**config.mk**
```make
export PLATFORM = sky130hd
export DESIGN_NAME = ftch_stage
export DESIGN_NICKNAME = d
export VERILOG_FILES = /design/src/rtl/ftch_dec_pkg.sv /design/src/rtl/ftch_fifo.sv /design/src/rtl/ftch_stage.sv
export SDC_FILE = /design/constraint.sdc
export NUM_CORES = 1
export LEC_CHECK = 0
export CAP_MARGIN = 20
export CORE_MARGIN = 10
export CORE_UTILIZATION = 50
export DETAILED_ROUTE_END_ITERATION = 10
export PLACE_DENSITY = 0.76
export SLEW_MARGIN = 20
export SYNTH_ARGS = -nofsm -noshare
export SYNTH_HDL_FRONTEND = slang
export SYNTH_SLANG_ARGS = --single-unit
```
**constraint.sdc**
```tcl
create_clock -name clk -period 10.4 [get_ports clk]
set_input_delay 1.04 -clock clk [delete_from_list [all_inputs] [get_ports clk]]
set_output_delay 1.04 -clock clk [all_outputs]
set_load 0.03 [all_outputs]
```
**src/rtl/ftch_dec_pkg.sv**
```systemverilog
// Fetch-to-decode shared definitions.
// Holds the packet handed from fetch to decode, the default reset fetch
// address and the default combined depth of in-flight requests plus
// buffered packets.
package ftch_dec_pkg;

  typedef struct packed {
    logic [31:0] pc;
    logic [31:0] instr;
  } ftch_dec_pkt_t;

  localparam logic [31:0] FTCH_RESET_PC = 32'hBFC0_0000;
  localparam int          FTCH_DEPTH    = 2;
  localparam int          FTCH_PKT_W    = $bits(ftch_dec_pkt_t);

endpackage

```
**src/rtl/ftch_fifo.sv**
```systemverilog
// Small synchronous FIFO used both as the request tag queue and as the
// output packet buffer of the fetch stage.
// Ports:
//   clk, reset       clock, asynchronous active-high reset (pointers/count)
//   flush            synchronous clear of all entries, wins over wr/rd
//   wr_en, wr_data   push; accepted when not full or when popping the same cycle
//   rd_en, rd_data   pop; rd_data always shows the head entry
//   cnt, empty, full occupancy status
module ftch_fifo #(
  parameter  int DATA_W = 32,
  parameter  int DEPTH  = 2,
  localparam int CNT_W  = $clog2(DEPTH + 1),
  localparam int PTR_W  = (DEPTH > 1) ? $clog2(DEPTH) : 1
) (
  input  logic              clk,
  input  logic              reset,
  input  logic              flush,
  input  logic              wr_en,
  input  logic [DATA_W-1:0] wr_data,
  input  logic              rd_en,
  output logic [DATA_W-1:0] rd_data,
  output logic [CNT_W-1:0]  cnt,
  output logic              empty,
  output logic              full
);

  logic [DATA_W-1:0] mem [DEPTH];
  logic [PTR_W-1:0]  wr_ptr;
  logic [PTR_W-1:0]  rd_ptr;
  logic              do_wr;
  logic              do_rd;

  // Pointers wrap at DEPTH so non-power-of-two depths work too.
  function automatic logic [PTR_W-1:0] ptr_inc(input logic [PTR_W-1:0] p);
    if (p == PTR_W'(DEPTH - 1)) return '0;
    return p + PTR_W'(1);
  endfunction

  assign empty   = (cnt == '0);
  assign full    = (cnt == CNT_W'(DEPTH));
  assign do_rd   = rd_en && !empty;
  assign do_wr   = wr_en && (!full || do_rd);
  assign rd_data = mem[rd_ptr];

  always_ff @(posedge clk or posedge reset) begin
    if (reset) begin
      wr_ptr <= '0;
      rd_ptr <= '0;
      cnt    <= '0;
    end else if (flush) begin
      wr_ptr <= '0;
      rd_ptr <= '0;
      cnt    <= '0;
    end else begin
      if (do_wr) wr_ptr <= ptr_inc(wr_ptr);
      if (do_rd) rd_ptr <= ptr_inc(rd_ptr);
      case ({do_wr, do_rd})
        2'b10:   cnt <= cnt + CNT_W'(1);
        2'b01:   cnt <= cnt - CNT_W'(1);
        default: cnt <= cnt;
      endcase
    end
  end

  // Storage carries data only; it needs no reset.
  always_ff @(posedge clk) begin
    if (do_wr && !flush) mem[wr_ptr] <= wr_data;
  end

endmodule

```
**src/rtl/ftch_stage.sv**
```systemverilog
// Instruction fetch stage: issues word-aligned requests to instruction
// memory, pairs in-order responses with their PCs and buffers packets for
// decode. Redirects flush buffered work and discard stale responses.
// Optional feature macro: FTCH_STAGE_PERF_EN adds ftch_stall_cnt.
// Ports:
//   clk, reset                         clock, asynchronous active-high reset
//   redirect_vld, redirect_pc          branch/exception redirect
//   imem_req_vld/rdy/addr              request channel to instruction memory
//   imem_rsp_vld/data                  in-order, non-stallable responses
//   ftch_dec_vld/rdy/pkt               packet channel to decode
//   ftch_stall_cnt (FTCH_STAGE_PERF_EN) saturating decode back-pressure count
module ftch_stage
  import ftch_dec_pkg::*;
#(
  parameter logic [31:0] RESET_PC = FTCH_RESET_PC,
  parameter int          DEPTH    = FTCH_DEPTH
) (
  input  logic          clk,
  input  logic          reset,
  input  logic          redirect_vld,
  input  logic [31:0]   redirect_pc,
  output logic          imem_req_vld,
  input  logic          imem_req_rdy,
  output logic [31:0]   imem_req_addr,
  input  logic          imem_rsp_vld,
  input  logic [31:0]   imem_rsp_data,
  output logic          ftch_dec_vld,
  input  logic          ftch_dec_rdy,
  output ftch_dec_pkt_t ftch_dec_pkt
`ifdef FTCH_STAGE_PERF_EN
  ,
  output logic [31:0]   ftch_stall_cnt
`endif
);

  localparam int             CNT_W   = $clog2(DEPTH + 1);
  localparam logic [CNT_W:0] DEPTH_V = (CNT_W + 1)'(DEPTH);

  logic [31:0]      fetch_pc;
  logic [CNT_W-1:0] inflight;
  logic [CNT_W-1:0] drop_cnt;
  logic [CNT_W-1:0] fifo_cnt;
  logic [CNT_W:0]   occupancy;
  logic             req_fire;
  logic             dec_fire;
  logic             rsp_keep;
  logic             fifo_empty;
  logic [31:0]      tag_pc;
  ftch_dec_pkt_t    rsp_pkt;
  ftch_dec_pkt_t    fifo_head;

  logic [1:0]       redirect_pc_unused;
  logic [CNT_W-1:0] tag_cnt_unused;
  logic             tag_empty_unused;
  logic             tag_full_unused;
  logic             fifo_full_unused;

  assign redirect_pc_unused = redirect_pc[1:0];

  // Request side: throttle on requests outstanding plus packets buffered.
  // Gating with reset keeps the request quiet while reset is held.
  assign occupancy     = {1'b0, inflight} + {1'b0, fifo_cnt};
  assign imem_req_vld  = !reset && !redirect_vld && (occupancy < DEPTH_V);
  assign imem_req_addr = fetch_pc;
  assign req_fire      = imem_req_vld && imem_req_rdy;

  // Response side: only responses to requests issued since the last
  // redirect are kept; stale ones are counted off via drop_cnt.
  assign rsp_keep = imem_rsp_vld && !redirect_vld && (drop_cnt == '0);

  assign rsp_pkt.pc    = tag_pc;
  assign rsp_pkt.instr = imem_rsp_data;

  // Decode side: the packet reads as zero whenever the buffer is empty.
  assign ftch_dec_vld = !fifo_empty && !redirect_vld;
  assign dec_fire     = ftch_dec_vld && ftch_dec_rdy;
  assign ftch_dec_pkt = fifo_empty ? '0 : fifo_head;

  always_ff @(posedge clk or posedge reset) begin
    if (reset) begin
      fetch_pc <= RESET_PC;
      inflight <= '0;
      drop_cnt <= '0;
    end else begin
      if (redirect_vld)  fetch_pc <= {redirect_pc[31:2], 2'b00};
      else if (req_fire) fetch_pc <= fetch_pc + 32'd4;

      case ({req_fire, imem_rsp_vld})
        2'b10:   inflight <= inflight + CNT_W'(1);
        2'b01:   inflight <= inflight - CNT_W'(1);
        default: inflight <= inflight;
      endcase

      // On redirect every request still outstanding after this cycle is
      // stale. That equals the old drop count plus the newly stale live
      // requests, so a repeated redirect accumulates correctly.
      if (redirect_vld)
        drop_cnt <= inflight - CNT_W'(imem_rsp_vld);
      else if (imem_rsp_vld && (drop_cnt != '0))
        drop_cnt <= drop_cnt - CNT_W'(1);
    end
  end

  // Tag queue holds the PC of every live request. It is flushed on redirect
  // and stale responses never pop it.
  ftch_fifo #(
    .DATA_W (32),
    .DEPTH  (DEPTH)
  ) u_tag_q (
    .clk     (clk),
    .reset   (reset),
    .flush   (redirect_vld),
    .wr_en   (req_fire),
    .wr_data (fetch_pc),
    .rd_en   (rsp_keep),
    .rd_data (tag_pc),
    .cnt     (tag_cnt_unused),
    .empty   (tag_empty_unused),
    .full    (tag_full_unused)
  );

  // Output buffer: response is registered here, so decode sees it the
  // cycle after the response.
  ftch_fifo #(
    .DATA_W (FTCH_PKT_W),
    .DEPTH  (DEPTH)
  ) u_out_q (
    .clk     (clk),
    .reset   (reset),
    .flush   (redirect_vld),
    .wr_en   (rsp_keep),
    .wr_data (rsp_pkt),
    .rd_en   (dec_fire),
    .rd_data (fifo_head),
    .cnt     (fifo_cnt),
    .empty   (fifo_empty),
    .full    (fifo_full_unused)
  );

`ifdef FTCH_STAGE_PERF_EN
  function automatic logic [31:0] sat_inc(input logic [31:0] v);
    return (&v) ? v : v + 32'd1;
  endfunction

  always_ff @(posedge clk or posedge reset) begin
    if (reset)                              ftch_stall_cnt <= '0;
    else if (ftch_dec_vld && !ftch_dec_rdy) ftch_stall_cnt <= sat_inc(ftch_stall_cnt);
  end
`endif

endmodule

```
==> out/summary.txt, run 1 <==
Outcome = complete, no violations
Unrepaired setup endpoints after global routing = no
PwrDens = 198 nW/um2
Pin count of the biggest net entering global routing = 64
Placed Instances = 1032
Last element of the critical path = u_tag_q.mem[0][18]
CTS Buf Count = 23
Syn Inst Count = 661
FF-to-FF setup slack = 6.58 ns
Worst setup margin = 6.58 ns
Max FO, Critical Path = 28
DP HPWL = 14400 um
Worst relative slew slack = 42.1%
Core area = 18600 um2
Top cell type's share of synthesized area = 58.5%
Grt ovf = 0
FF-to-FF End = u_tag_q.mem[0][18]
Clock skew = 0.00525 ns
Vias per cell = 5.66
Largest area contributor in the netlist = edfxtp_1
Critical Path Source Type = register
Reg2reg start = u_out_q.cnt[0]
Die Wd = 157 um
Sequential cell area fraction in the yosys report = 69.7%
Die footprint = 24800 um2
Slew @ Worst Pin = 0.866 ns
Final hold vios = 0
Count leader, synth = edfxtp_1
Initial core utilization = 50.7%
Setup TNS = 0 ns
Synth unique cells = 53
# fillers = 1384
Type of the worst setup path = register to register
Share of layout cells above drive strength 1 = 11.3%
Final worst path period share = 36.8%
Worst Setup End Kind = register
Asr flop ratio synth = 18.6%
Fmax = 262 MHz
Post-synth EDFFs = 184
Insertion delay to the later sink of the worst-skew pair = 0.49 ns
# Post-CTS Setup Buffers = 0
Drt pass-1 iters = 5
Sequential cell area = 6590 um2
Initial drt markers = 454
Most common library cells after synthesis = edfxtp_1, nor2_1, mux2i_1
Number of remaining DRC errors = 0
Vias in the first global route = 6320
Fin cells = 1074
Cell Area, Placed = 11300 um2
Type of the most critical hold path = register to register
Initial antenna violation count = 0
Hold_buf cts = 0
Top post-synthesis cells by area = edfxtp_1, dfrtp_1, mux2i_1
Tmin final = 3.82 ns
Clk slew on worst S/H paths = 0.06 ns
Placer Congestion = 0.865
Slew Limit Fails = 0
Global Route Usage Sum = 16.8%
Final instance area = 12000 um2
Multi-input logic area = 2690 um2
CTS tree = built
ANT cells = 0
Ys flop type = edfxtp_1
Io pins = 168
Layout area overhead = 27.0%
Crit path from = u_out_q.cnt[0]
Slowest cell on crit path = nor3_4
H-Tree Depth = 1
DRT Wirelength = 21600 um
Die H = 157 um
R2R depth = 7
Synthesized flop and latch total = 226
Data arrival, critical path = 4.00 ns
Peak supply drop = 137 uV
WL per Instance = 20.1 um
CTS Buffer Depth = 3
Cell Area, Synth = 9450 um2
Crit path largest cell delay = 0.68 ns
Vias = 6082
Sink Count = 226
Final setup viols = 0
DRT antenna net count = 0
Cell Rows = 50
First-pass GRT wire length = 33600 um
CTS root buffer = clkbuf_16
Synthesis warning total = 0
CTS resizes = 0
Place WS = 5.80 ns
Crit path cell chain = and2_1, fa_1, nor4_4, and2_2, inv_2, nor3_4, buf_4
Mapped Avg Cell Area = 14.3 um2
LEAKAGE = 4.03 nW
WP data required = 10.57 ns
Max Cap Viol = 0
Final #Nets = 899
I/O Buffers = 161
[per-layer routing]
layer  vias to the layer above  routed length [um]  GRT usage [%]
li1                       2797                   -              -
met1                      2962                8730           20.8
met2                       291               10600           28.6
met3                        32                1930           4.20
met4                         0                 410           4.54
met5                         -                   0              0
[cell usage in the layout, fill, tap and decap left out, types with 5 or more instances in the layout]
cell type | netlist | final
edfxtp_1 | 184 | 184
clkdlybuf4s50_1 | 0 | 160
nor2_1 | 86 | 84
mux2i_1 | 68 | 68
nand2_1 | 40 | 40
dfrtp_1 | 33 | 32
mux2_2 | 30 | 30
o21ai_0 | 28 | 28
clkbuf_16 | 0 | 23
nand3_1 | 20 | 20
nand4_1 | 11 | 11
buf_4 | 6 | 10
nor2b_1 | 9 | 9
a21oi_1 | 9 | 9
dfstp_2 | 9 | 9
inv_1 | 8 | 8
clkbuf_1 | 14 | 8
a221o_1 | 7 | 7
nand2b_1 | 6 | 6
clkinv_1 | 0 | 6
o311ai_0 | 5 | 5
and3_1 | 5 | 5
o211ai_1 | 5 | 5
or3_1 | 5 | 5
a22oi_1 | 5 | 5
[area by class of cell]
| cell class | instances | share of cell area (%) |
|---|---|---|
| Sequential cell | 226 | 54.9 |
| Multi-Input combinational cell | 392 | 22.4 |
| Timing Repair Buffer | 172 | 14.2 |
| Clock buffer | 31 | 5.05 |
| Tap cell | 234 | 2.44 |
| Clock inverter | 10 | 0.584 |
| Inverter | 9 | 0.282 |
[flip-flops by register name, indices dropped and copies added (netlist names)]
| name | flops |
|---|---|
| u_out_q.mem | 124 |
| u_tag_q.mem | 60 |
| imem_req_addr | 30 |
| drop_cnt | 2 |
| inflight | 2 |
| u_out_q.cnt | 2 |
| u_tag_q.cnt | 2 |
| u_out_q.rd_ptr | 1 |
| u_out_q.wr_ptr | 1 |
| u_tag_q.rd_ptr | 1 |
| u_tag_q.wr_ptr | 1 |
[worst min-delay path by stage]
stage	startpoint	end	slack, ns	cells past startpoint
detailed placement	inflight[0]	inflight[0]	0.52	1
floorplan	inflight[0]	inflight[0]	0.49	1
global route	inflight[0]	inflight[0]	0.55	1
finish	inflight[0]	inflight[0]	0.53	1
CTS	inflight[0]	inflight[0]	0.53	1
global placement	inflight[0]	inflight[0]	0.51	1
[cell families after synthesis]
| family | Yosys count | share of synthesized area (%) |
|---|---|---|
| DFF | 226 | 69.7 |
| and+or+nand+nor | 201 | 10.2 |
| muxes | 98 | 10.8 |
| AOI/OAI and AO/OA | 77 | 5.48 |
| buffers and inverters | 46 | 2.34 |
| xor gates and xnor gates | 7 | 0.649 |
| adders and majority gates | 5 | 0.742 |
| other | 1 | 0.0397 |
[power by group]
| part | internal, mW | switching, mW | leakage, nW | total, mW |
|---|---|---|---|---|
| logic | 0.203 | 0.290 | 1.54 | 0.493 |
| clock network | 0.431 | 0.316 | 0.324 | 0.748 |
| registers | 1.06 | 0.0654 | 2.17 | 1.13 |
[critical path: cells and delay by family, from the launching register on]
kind	cells	cell delay (ns)
fa+ha+maj	1	0.46
flops	1	0.50
simple gates	4	1.72
buf+inv	2	0.78
[through the flow]
step / util (%) / power [mW] / hold slack, ns
5_1_grt: 64.3 / 2.47 / 0.554
3_5_place_dp: 60.5 / 1.64 / 0.523
4_1_cts: 64.1 / 2.39 / 0.534
2_1_floorplan: - / 1.44 / 0.489
6_report: 64.3 / 2.37 / 0.535
3_3_place_gp: 60.5 / 1.62 / 0.507
(Power assumes the default switching activity.)
==> run 2, diff against run 1 <==
Clock period 10.4 ns to 3.8 ns, I/O delays scaled along.
==> out/summary.txt, run 2 (synthesis gave the netlist of run 1 again) <==
Core area = 18600 um2
Clk slew on worst S/H paths = 0.06 ns
Final hold vios = 0
Worst Setup End Kind = output port
Initial antenna violation count = 0
DP HPWL = 14400 um
Grt ovf = 0
Sink Count = 226
Commonest non-fill, non-tap cell in the layout = edfxtp_1
Max FFs per register = 124
Vias per cell = 5.62
Hold_buf cts = 0
CTS root buffer = clkbuf_16
Global Route Usage Sum = 17.0%
Initial core utilization = 50.7%
Slew @ Worst Pin = 0.844 ns
Insertion delay to the later sink of the worst-skew pair = 0.51 ns
Pin count of the biggest net entering global routing = 64
H-Tree Depth = 1
# Post-CTS Setup Buffers = 0
Worst relative slew slack = 43.6%
PwrDens = 558 nW/um2
Setup TNS = 0 ns
Clock skew = 0.00727 ns
CTS tree = built
Drt pass-1 iters = 4
Multi-input logic area = 2710 um2
Type of the worst setup path = register to output port
Outcome = complete, no violations
Max Cap Viol = 0
Final setup viols = 0
Die H = 157 um
Die Wd = 157 um
CTS Buffer Depth = 3
Vias in the first global route = 6114
Fin cells = 1081
WHS Path Cells = 3
Placer Congestion = 0.884
WP data required = 3.42 ns
DRT Wirelength = 21700 um
Data arrival, critical path = 2.67 ns
Io pins = 168
Number of remaining DRC errors = 0
Fmax = 327 MHz
First-pass GRT wire length = 33500 um
Reg2reg start = u_out_q.cnt[0]
Worst Hold Path EP = imem_req_addr[29]
LEAKAGE = 4.12 nW
Critical Path Source Type = register
Worst setup margin = 0.745 ns
Slew Limit Fails = 0
Vias = 6072
Biggest register = u_out_q.mem
Layout area overhead = 28.8%
DRT antenna net count = 0
R2R depth = 8
Peak supply drop = 297 uV
CTS Buf Count = 24
Final #Nets = 904
Unrepaired setup endpoints after global routing = no
Max FO, Critical Path = 8
# fillers = 1347
Final worst path period share = 80.4%
CTS resizes = 0
Crit path from = u_out_q.cnt[0]
Tmin final = 3.05 ns
Placed Instances = 1037
Cell Rows = 50
Sequential cell area = 6590 um2
Initial drt markers = 432
Place WS = 0.809 ns
I/O Buffers = 161
FF-to-FF End = u_tag_q.mem[1][6]
FF-to-FF setup slack = 0.80 ns
Type of the most critical hold path = primary input to register
Commonest cells after routing, fill and taps aside = edfxtp_1, clkdlybuf4s50_1, nor2_1
ANT cells = 0
Hold wc startpoint = redirect_vld
Share of layout cells above drive strength 1 = 13.0%
Die footprint = 24800 um2
WL per Instance = 20.1 um
[run 2: cell count changes in the layout (fill, tap and decap cells not counted), moves of 2 or more]
cell       change
buf_4          +4
clkbuf_1       -5
clkbuf_16      +2
clkbuf_8       +4
clkinv_1       -3
clkinv_2       +2
[run 2: worst max-delay path, cell delays in order, from the launching register on]
cell and delay (ns):
dfrtp_1 0.48, and2_1 0.19, fa_1 0.48, nor4_4 0.27, clkdlybuf4s50_1 0.74
[run 2: per-stage QoR]
step | area, um2 | utilization, % | hold slack, ns | power, mW
floorplan | 9490 | - | 0.479 | 3.94
global placement | 11400 | 60.9 | 0.509 | 4.46
detailed placement | 11400 | 60.9 | 0.527 | 4.51
CTS | 12200 | 65.3 | 0.225 | 6.85
global route | 12200 | 65.3 | 0.272 | 7.07
finish | 12200 | 65.3 | 0.250 | 6.79
[run 2: area by class of cell]
cell class	count	area share, %
Sequential cell	226	54.2
Tap cell	234	2.41
Multi-Input combinational cell	392	22.2
Timing Repair Buffer	176	14.2
Clock inverter	12	0.987
Inverter	9	0.278
Clock buffer	32	5.69
[run 2: worst max path at each step]
| stage | end | cells past startpoint |
|---|---|---|
| floorplan | u_out_q.mem[1][0] | 4 |
| CTS | imem_req_vld | 4 |
| detailed placement | u_tag_q.mem[1][21] | 8 |
| global route | u_tag_q.mem[1][6] | 8 |
| global placement | u_tag_q.mem[1][22] | 8 |
| finish | imem_req_vld | 4 |
[run 2: metal layers]
metal  vias up  track usage, %  share of wire [%]
met5         -               0                  0
met2       239            28.5                 48
met1      2980            21.5                 42
met4         0            5.25                2.5
met3        39            4.04                7.5
li1       2814               -                  -
[run 2: report_power, final]
group / switching [mW] / internal (mW)
Sequential: 0.167 / 2.91
Clock: 0.925 / 1.42
Combinational: 0.811 / 0.559
